File: src/rtl/uart_tx_if.sv
// Handshake and serial-output bundle for uart_tx: payload, framing options and line status.
interface uart_tx_if #(
  parameter int DATA_WIDTH     = 8,
  parameter int PRESCALE_WIDTH = 5
);
  logic [DATA_WIDTH-1:0]     P_DATA;
  logic                      Data_Valid;
  logic [PRESCALE_WIDTH-1:0] Prescale;
  logic                      parity_enable;
  logic                      parity_type;
  logic                      TX_OUT_S;
  logic                      busy;

  modport master (
    output P_DATA, Data_Valid, Prescale, parity_enable, parity_type,
    input  TX_OUT_S, busy
  );

  modport slave (
    input  P_DATA, Data_Valid, Prescale, parity_enable, parity_type,
    output TX_OUT_S, busy
  );
endinterface

File: src/rtl/uart_tx.sv
// UART transmitter: start bit, LSB-first data, optional even/odd parity, stop bit,
// each held for Prescale clocks. Outputs are registered from the next-state decode.
module uart_tx #(
  parameter int DATA_WIDTH     = 8,
  parameter int PRESCALE_WIDTH = 5
) (
  input logic     TX_CLK,
  input logic     RST,
  uart_tx_if.slave tx_if
);
  localparam int BIT_W = (DATA_WIDTH > 1) ? $clog2(DATA_WIDTH) : 1;

  typedef enum logic [2:0] {IDLE, START, DATA, PARITY, STOP} state_t;

  state_t                    state_reg, state_next;
  logic [PRESCALE_WIDTH-1:0] edge_reg, edge_next;
  logic [PRESCALE_WIDTH-1:0] period_reg, period_next;
  logic [BIT_W-1:0]          bit_reg, bit_next;
  logic [DATA_WIDTH-1:0]     data_reg, data_next;
  logic                      par_en_reg, par_en_next;
  logic                      par_odd_reg, par_odd_next;
  logic                      tx_reg, tx_next;
  logic                      busy_reg, busy_next;
  logic                      bit_done;

  assign bit_done = (edge_reg == period_reg - PRESCALE_WIDTH'(1));

  always_ff @(posedge TX_CLK) begin
    if (RST) begin
      state_reg   <= IDLE;
      edge_reg    <= '0;
      period_reg  <= '0;
      bit_reg     <= '0;
      data_reg    <= '0;
      par_en_reg  <= 1'b0;
      par_odd_reg <= 1'b0;
      tx_reg      <= 1'b1;
      busy_reg    <= 1'b0;
    end else begin
      state_reg   <= state_next;
      edge_reg    <= edge_next;
      period_reg  <= period_next;
      bit_reg     <= bit_next;
      data_reg    <= data_next;
      par_en_reg  <= par_en_next;
      par_odd_reg <= par_odd_next;
      tx_reg      <= tx_next;
      busy_reg    <= busy_next;
    end
  end

  always_comb begin
    state_next   = state_reg;
    edge_next    = edge_reg + PRESCALE_WIDTH'(1);
    bit_next     = bit_reg;
    period_next  = period_reg;
    data_next    = data_reg;
    par_en_next  = par_en_reg;
    par_odd_next = par_odd_reg;

    case (state_reg)
      IDLE: begin
        edge_next = '0;
        bit_next  = '0;
        if (tx_if.Data_Valid) begin
          state_next   = START;
          data_next    = tx_if.P_DATA;
          period_next  = (tx_if.Prescale == '0) ? PRESCALE_WIDTH'(1) : tx_if.Prescale;
          par_en_next  = tx_if.parity_enable;
          par_odd_next = tx_if.parity_type;
        end
      end
      START: begin
        if (bit_done) begin
          state_next = DATA;
          edge_next  = '0;
        end
      end
      DATA: begin
        if (bit_done) begin
          edge_next = '0;
          if (bit_reg == BIT_W'(DATA_WIDTH - 1)) begin
            bit_next   = '0;
            state_next = par_en_reg ? PARITY : STOP;
          end else begin
            bit_next = bit_reg + BIT_W'(1);
          end
        end
      end
      PARITY: begin
        if (bit_done) begin
          state_next = STOP;
          edge_next  = '0;
        end
      end
      STOP: begin
        if (bit_done) begin
          state_next = IDLE;
          edge_next  = '0;
        end
      end
      default: begin
        state_next = IDLE;
        edge_next  = '0;
        bit_next   = '0;
      end
    endcase
  end

  // Line level is decoded from the upcoming state so it lands one cycle after acceptance.
  always_comb begin
    tx_next   = 1'b1;
    busy_next = (state_next != IDLE);
    case (state_next)
      START:   tx_next = 1'b0;
      DATA:    tx_next = data_next[bit_next];
      PARITY:  tx_next = (^data_next) ^ par_odd_next;
      default: tx_next = 1'b1;
    endcase
  end

  assign tx_if.TX_OUT_S = tx_reg;
  assign tx_if.busy     = busy_reg;
endmodule

File: src/flat_wrapper.sv
// flat-port wrapper written by rule: the top's interface ports become plain ports
module uart_tx_flat 
#(
  parameter int DATA_WIDTH     = 8,
  parameter int PRESCALE_WIDTH = 5
)
  (TX_CLK, RST, tx_if_P_DATA, tx_if_Data_Valid, tx_if_Prescale, tx_if_parity_enable, tx_if_parity_type, tx_if_TX_OUT_S, tx_if_busy);
  uart_tx_if #(.DATA_WIDTH(DATA_WIDTH), .PRESCALE_WIDTH(PRESCALE_WIDTH)) tx_if_i ();
  input logic TX_CLK;
  input logic RST;
  input wire logic [$bits(tx_if_i.P_DATA)-1:0] tx_if_P_DATA;
  input wire logic [$bits(tx_if_i.Data_Valid)-1:0] tx_if_Data_Valid;
  input wire logic [$bits(tx_if_i.Prescale)-1:0] tx_if_Prescale;
  input wire logic [$bits(tx_if_i.parity_enable)-1:0] tx_if_parity_enable;
  input wire logic [$bits(tx_if_i.parity_type)-1:0] tx_if_parity_type;
  output wire logic [$bits(tx_if_i.TX_OUT_S)-1:0] tx_if_TX_OUT_S;
  output wire logic [$bits(tx_if_i.busy)-1:0] tx_if_busy;
  assign tx_if_i.P_DATA = tx_if_P_DATA;
  assign tx_if_i.Data_Valid = tx_if_Data_Valid;
  assign tx_if_i.Prescale = tx_if_Prescale;
  assign tx_if_i.parity_enable = tx_if_parity_enable;
  assign tx_if_i.parity_type = tx_if_parity_type;
  assign tx_if_TX_OUT_S = tx_if_i.TX_OUT_S;
  assign tx_if_busy = tx_if_i.busy;
  uart_tx #(.DATA_WIDTH(DATA_WIDTH), .PRESCALE_WIDTH(PRESCALE_WIDTH)) u_core (.TX_CLK(TX_CLK), .RST(RST), .tx_if(tx_if_i));
endmodule
File: config.mk
export PLATFORM = sky130hd
export DESIGN_NAME = uart_tx_flat
export DESIGN_NICKNAME = d
export VERILOG_FILES = /design/src/rtl/uart_tx_if.sv /design/src/rtl/uart_tx.sv /design/src/flat_wrapper.sv
export SDC_FILE = /design/constraint.sdc
export NUM_CORES = 1
export LEC_CHECK = 0
export CAP_MARGIN = 40
export CORE_MARGIN = 4
export CORE_UTILIZATION = 45
export DETAILED_ROUTE_END_ITERATION = 8
export PLACE_DENSITY = 0.8
export SLEW_MARGIN = 20
export SYNTH_ARGS = -nofsm -noshare
export SYNTH_HDL_FRONTEND = slang
export SYNTH_SLANG_ARGS = --single-unit
File: constraint.sdc
create_clock -name TX_CLK -period 2.3 [get_ports TX_CLK]
set_input_delay 0.23 -clock TX_CLK [delete_from_list [all_inputs] [get_ports TX_CLK]]
set_output_delay 0.23 -clock TX_CLK [all_outputs]
set_load 0.05 [all_outputs]
==> results of run 1 <==
final timing paths:
path                            to  slack (ns)
max reg2reg  u_core.tx_if.TX_OUT_S       -0.17
min reg2reg   u_core.period_reg[4]        0.49
max          u_core.tx_if.TX_OUT_S       -0.17
min              u_core.par_en_reg        0.42
placed cells by master (no fill, tap or decap), drive strengths merged, types with 6 or more instances in the layout:
| master | netlist | routed |
|---|---|---|
| a21oi | 17 | 17 |
| buf | 2 | 22 |
| clkdlybuf4s50 | 0 | 19 |
| dfxtp | 28 | 28 |
| inv | 7 | 7 |
| nand2 | 33 | 33 |
| nor2 | 18 | 18 |
| o21ai | 6 | 6 |
| xnor2 | 16 | 16 |
| xor2 | 9 | 9 |
repair_timing:
| item | in CTS | in global routing |
|---|---|---|
| cloned | 0 | 0 |
| pin swaps | 1 | 8 |
| endpoints found under the setup margin | 2 | 2 |
| setup buffers | 0 | 3 |
| resized for setup | 5 | 7 |
metal layers:
layer,up-vias,global-route usage,wire (µm)
li1,710,-,-
met1,647,0.174,1370
met2,26,0.309,1840
met3,5,0.0253,102
met4,0,0.0381,33
met5,-,0,0
per-stage QoR:
step           total power (W)  hold WS, ns  cells  TNS, ns   util
2_1_floorplan         0.000703        0.309    187  -0.0734      -
6_report               0.00105        0.421    267   -0.200  0.645
5_1_grt                0.00111        0.426    267   -0.368  0.645
3_3_place_gp          0.000794        0.463    260   -0.131  0.603
4_1_cts                0.00105        0.427    264   -0.142  0.627
3_5_place_dp          0.000799        0.470    260   -0.209  0.603
worst min-delay path, delay by kind of cell:
kind / cells / cell delay, ns
buffers and inverters: 1 / 0.39
AND/OR/NAND/NOR: 1 / 0.06
AO/OA/AOI/OAI: 1 / 0.05
power groups by stage:
| stage | Combinational, W | Clock, W | Sequential, W |
|---|---|---|---|
| 2_1_floorplan | 0.000154 | 0 | 0.000549 |
| 3_3_place_gp | 0.000251 | 0 | 0.000543 |
| 3_5_place_dp | 0.000254 | 0 | 0.000544 |
| 4_1_cts | 0.000263 | 0.000248 | 0.000534 |
| 5_1_grt | 0.000298 | 0.000272 | 0.000539 |
| 6_report | 0.000271 | 0.000247 | 0.000535 |
final cells by class:
cell class,count,share of cell area
timing repair buffer,41,0.175
tap,44,0.0271
clock buffer,4,0.0178
sequential,28,0.277
inverter,7,0.0129
multi-input combinational,143,0.491
logic make-up (layout without fill, tap and decap cells):
group	count (synthesis)	count (layout)	synth area share
multiplexers	4	4	0.0260
buffers and inverters	16	52	0.0487
AO/OA/AOI/OAI	40	40	0.179
AND/OR/NAND/NOR	70	70	0.208
adder cells (fa/ha/maj)	4	4	0.0325
flip-flops	28	28	0.364
XOR/XNOR	25	25	0.142
==> flow_summary.json, run 1 <==
{
  "status": "finished with violations",
  "violations": "negative setup slack",
  "seq_area_frac_synth": 0.364,
  "worst_setup_path_start_kind": "flop",
  "rows": 20,
  "timing.rr.start": "u_core.period_reg[1]",
  "antenna_found_initial": 0,
  "num_vias": 1388,
  "cpLargestDelayFamily": "compound AO/OA/AOI/OAI gates",
  "drv_slew": 0,
  "powerDensity_nw_per_um2": 518,
  "cp-startpoint": "u_core.period_reg[1]",
  "synth_cells": 187,
  "cts_tree": "done",
  "p_leak_nw": 0.796,
  "io_buffers": 19,
  "required_ns": 2.55,
  "cts-root-buf": "clkbuf_4",
  "clock-sinks": 28,
  "grtUsageTotal": 0.158,
  "yosysTopAreaCell": "dfxtp_1",
  "grt_overflow": 0,
  "max_freq_mhz": 405,
  "reg2reg_depth": 9,
  "cp.arrival_ns": 2.72,
  "ios": 20,
  "drt-initial-drc-count": 55,
  "worstSetupPathType": "flop to flop",
  "cp_slowest_cell": "or3b_1",
  "fin_ws_ns": -0.167,
  "placed_area_um2": 1900,
  "synth_top_area_share": 0.364,
  "skew_ns": 0.00909,
  "wire_per_inst_um": 12.5,
  "numCtsBuffers": 3,
  "rsz0062_at_grt": "yes",
  "path_depth": 9,
  "multi_input_area_um2": 998,
  "dr.pass1.iters": 6,
  "nNetsFinal": 246,
  "grt_pass1_vias": 1299,
  "critPathCaptureType": "flop",
  "p_seq_frac": 0.508,
  "place_ws_ns": -0.195,
  "die_w_um": 66.5,
  "wl_mm": 3.34,
  "final_hold_viol_count": 0,
  "combPwrFrac": 0.258,
  "post-route-period-util": 1.07,
  "max_slew_margin": 0.649,
  "min-delay-start": "tx_if_parity_enable",
  "synth_edf_count": 0,
  "yosysWarnings": 0,
  "vias_per_cell": 5.20,
  "async_flop_share": 0,
  "hold_depth": 3,
  "final_antenna_net_count": 0,
  "yosysMostFrequentCell": "nand2_1",
  "crit_fanout": 4,
  "yosys-top-cells-area": "dfxtp_1 (36%), xnor2_1 (9.1%), nand2_1 (8.0%), a21oi_1 (5.5%), xor2_1 (5.1%)",
  "cts_max_path_buffers": 2,
  "place_hpwl_mm": 2.48,
  "cp_num_buf_inv": 1,
  "clockPowerShare": 0.234,
  "design_area_um2": 2030,
  "yosys-top-cells-count": "nand2_1 (33), dfxtp_1 (28), a21oi_1 (17), nor2_1 (17), xnor2_1 (16)",
  "synth-main-ff-cell": "dfxtp_1",
  "die_area_um2": 4430,
  "avgSynthCellArea_um2": 8.24,
  "syn-num-nets": 209,
  "path_cells": "inv_1, ha_4, o21ba_4, a22oi_2, o2111ai_4, or3b_1, a21o_1, or3_1, o31a_1",
  "hp-class": "input port to flop",
  "area_delta_synth_final_pct": 32.0,
  "finalSetupViolations": 2,
  "fillCellCount": 295,
  "drcViolationCount": 0,
  "critPathMaxStageDelay_ns": 0.43,
  "initial_utilization": 0.489,
  "synth_cell_type_count": 41,
  "finalCriticalPeriod_ns": 2.47,
  "p_sw_w": 0.000304,
  "grt_pass1_wl_mm": 5.43,
  "synthesis.area_um2": 1540,
  "clkTransAtPathRegs_ns": 0.16,
  "tightest_slew_ns": 0.525,
  "ys_ff_latch": 28,
  "intPower_w": 0.000750,
  "coreArea_um2": 3150,
  "cts_max_level": 1,
  "postCtsHoldBufs": 0,
  "antennaDiodeCount": 0,
  "largest_register_ffs": 8,
  "clock_latency_ns": 0.34,
  "drive_gt1_frac": 0.197,
  "p_sw_frac": 0.288,
  "die_y_um": 66.5,
  "place_congestion": 0.867,
  "seq_area_um2": 563,
  "worst_ir_drop_vdd_mv": 0.343,
  "cap_violations": 0,
  "grt_max_degree": 23
}
(Power assumes the default switching activity.)
==> run 2, diff against run 1 <==
ABC_AREA = 1   (was unset)
PLACE_DENSITY = 0.79   (was 0.8)
==> run 2 against run 1 <==
  * The run now ends clean
  * Clock-buffer cell count down 1
  * Non-clock buffer count down 21
  * Design area down 1.8%
  * Synthesized cell count up 46%
  * Core utilization down 10 points
  * Power up 12%
  * Largest cell class unchanged
  * Largest power group unchanged
  * Highest routed layer unchanged
==> flow_summary.json, run 2 <==
{
  "cts-root-buf": "clkbuf_8",
  "ios": 20,
  "finalCriticalPeriod_ns": 2.05,
  "finalSetupViolations": 0,
  "rows": 22,
  "yosys-top-cells-count": "nand2_1 (87), nor2_1 (36), inv_1 (32)",
  "initial_utilization": 0.469,
  "grtUsageTotal": 0.151,
  "clockPowerShare": 0.225,
  "most-common-layout-cells": "nand2_1 (86), nor2_1 (36), inv_1 (32)",
  "num_vias": 1659,
  "worst_setup_path_start_kind": "flop",
  "place_ws_ns": 0.168,
  "grt_overflow": 0,
  "cp_common_cell": "nand2_1",
  "fin_ws_ns": 0.252,
  "vias_per_cell": 4.89,
  "final_hold_viol_count": 0,
  "die_w_um": 69.7,
  "skew_ns": 0.00438,
  "final_antenna_net_count": 0,
  "worst_ir_drop_vdd_mv": 0.288,
  "cap_violations": 0,
  "grt_pass1_vias": 1494,
  "path_cells": "inv_2, ha_1, inv_1, nand2_1, nand2_1, nor2_1, nand2_1, nor2_2, nand2_2, nor2_1, nand3_1, nand2_1, inv_1, nand3_1, nand3_1, nand3_1, nand2_1",
  "yosysWarnings": 0,
  "post-route-period-util": 0.890,
  "place_congestion": 0.847,
  "numCtsBuffers": 3,
  "whs_ns": 0.482,
  "post_cts_buffers": 0,
  "syn-num-nets": 295,
  "status": "complete, no violations",
  "antenna_found_initial": 0,
  "clock-sinks": 28,
  "cp_slowest_cell": "dfxtp_2",
  "coreArea_um2": 3660,
  "cpLargestDelayFamily": "simple AND/OR/NAND/NOR gates",
  "seq_area_frac_synth": 0.327,
  "largest_register_ffs": 8,
  "die_y_um": 69.7,
  "max_freq_mhz": 488,
  "clock_latency_ns": 0.27,
  "rsz0062_at_grt": "no",
  "drive_gt1_frac": 0.107,
  "cp.arrival_ns": 2.22,
  "p_sw_w": 0.000400,
  "dr.pass1.iters": 5,
  "place_hpwl_mm": 2.74,
  "fillCellCount": 358,
  "hp-class": "flop to flop",
  "die_area_um2": 4860,
  "synthesis.area_um2": 1720,
  "worst-r2r-setup-slack_ns": 0.25,
  "wire_per_inst_um": 10.3,
  "cts_max_path_buffers": 2,
  "critPathCaptureType": "flop",
  "critPathMaxStageDelay_ns": 0.36,
  "postCtsHoldBufs": 0,
  "synth-main-ff-cell": "dfxtp_1",
  "drv_slew": 0,
  "grt_pass1_wl_mm": 6.19,
  "cts_max_level": 1,
  "combPwrFrac": 0.320,
  "crit_fanout": 6,
  "intPower_w": 0.000783,
  "tightest_slew_ns": 0.494,
  "seq_area_um2": 562,
  "yosysMostFrequentCell": "nand2_1",
  "worstSetupPathType": "flop to flop",
  "required_ns": 2.47,
  "p_seq_frac": 0.455,
  "yosys-top-cells-area": "dfxtp_1 (33%), nand2_1 (19%), nor2_1 (7.9%), nand3_1 (7.6%), inv_1 (7.0%)",
  "synth_cells": 273,
  "cp_num_buf_inv": 3,
  "final_common_cell": "nand2_1",
  "synth_cell_type_count": 31,
  "cts_tree": "done",
  "p_sw_frac": 0.338,
  "multi_input_area_um2": 997,
  "yosysTopAreaCell": "dfxtp_1",
  "clkTransAtPathRegs_ns": 0.09,
  "avgSynthCellArea_um2": 6.28,
  "nNetsFinal": 315,
  "area_delta_synth_final_pct": 16.4,
  "synth_top_area_share": 0.327,
  "antennaDiodeCount": 0,
  "async_flop_share": 0,
  "max_slew_margin": 0.669,
  "synth_edf_count": 0,
  "drcViolationCount": 0,
  "finalSetupTns_ns": 0,
  "final_core_util": 0.545,
  "wl_mm": 3.48,
  "drt-initial-drc-count": 141,
  "ys_ff_latch": 28,
  "p_leak_nw": 0.935,
  "grt_max_degree": 34,
  "powerDensity_nw_per_um2": 592,
  "cts_resized": 0,
  "io_buffers": 19
}
-- run 2: cell types whose count changed in the layout (fill, tap and decap cells not counted), sizes merged, moves of 7 or more --
| cell | previous run | this run |
|---|---|---|
| a21oi | 17 | 7 |
| buf | 22 | 1 |
| inv | 7 | 36 |
| nand2 | 33 | 93 |
| nand3 | 4 | 26 |
| nor2 | 18 | 39 |
| o21ai | 6 | 20 |
| xnor2 | 16 | 1 |
| xor2 | 9 | 2 |
-- run 2: final cells by class --
cell class	instances	area share
Tap cell	48	0.0301
Multi-Input combinational cell	203	0.499
Sequential cell	28	0.281
Clock buffer	3	0.0207
Inverter	37	0.0695
Timing Repair Buffer	20	0.0990
-- run 2: power by group through the flow --
stage          logic, W  clock network, W  registers [W]
2_1_floorplan  0.000273                 0       0.000563
3_3_place_gp   0.000372                 0       0.000548
3_5_place_dp   0.000377                 0       0.000549
4_1_cts        0.000378          0.000279       0.000538
5_1_grt        0.000436          0.000294       0.000541
6_report       0.000379          0.000266       0.000538
-- run 2: logic make-up (layout without fill, tap and decap cells) --
group,after synthesis,count (layout),synth area share
DFF,28,28,0.327
AOI/OAI and AO/OA,31,31,0.115
and+or+nand+nor,165,165,0.415
xor gates and xnor gates,3,3,0.0153
adders and majority gates,4,4,0.0292
buffers and inverters,42,60,0.0985
-- run 2: layer usage --
layer | global-route usage | wire [µm]
met1 | 0.190 | 1610
met2 | 0.262 | 1650
met3 | 0.0232 | 172
met4 | 0.0489 | 43
met5 | 0 | 0
-- run 2: worst register-to-register path, cell delays in order, from the launching register on --
cell and delay (ns):
dfxtp_2 0.36, inv_2 0.05, ha_1 0.29, inv_1 0.04
nand2_1 0.05, nand2_1 0.04, nor2_1 0.08, nand2_1 0.06
nor2_2 0.13, nand2_2 0.11, nor2_1 0.15, nand3_1 0.08
nand2_1 0.12, inv_1 0.09, nand3_1 0.09, nand3_1 0.07
nand3_1 0.08, nand2_1 0.05
-- run 2: path summary, 6_finish.rpt --
path / start / cells after the start / to
worst min register to register: u_core.period_reg[4] / 2 / u_core.period_reg[4]
worst min-delay path: u_core.period_reg[4] / 2 / u_core.period_reg[4]
worst max-delay path: u_core.period_reg[0] / 17 / u_core.tx_if.TX_OUT_S
worst max register to register: u_core.period_reg[0] / 17 / u_core.tx_if.TX_OUT_S
-- run 2: metrics by stage --
step / instance area, µm² / instances / power (W)
after global placement: 1940 / 336 / 0.000919
after global routing: 2000 / 339 / 0.00127
after detailed placement: 1940 / 336 / 0.000926
after floorplan: 1720 / 273 / 0.000836
after CTS: 1980 / 339 / 0.00120
final: 2000 / 339 / 0.00118
==> run 3, diff against run 2 <==
SLEW_MARGIN = unset   (was 20)
==> results of run 3 <==
Final layout, timing and power as in run 2 (identical DEF).
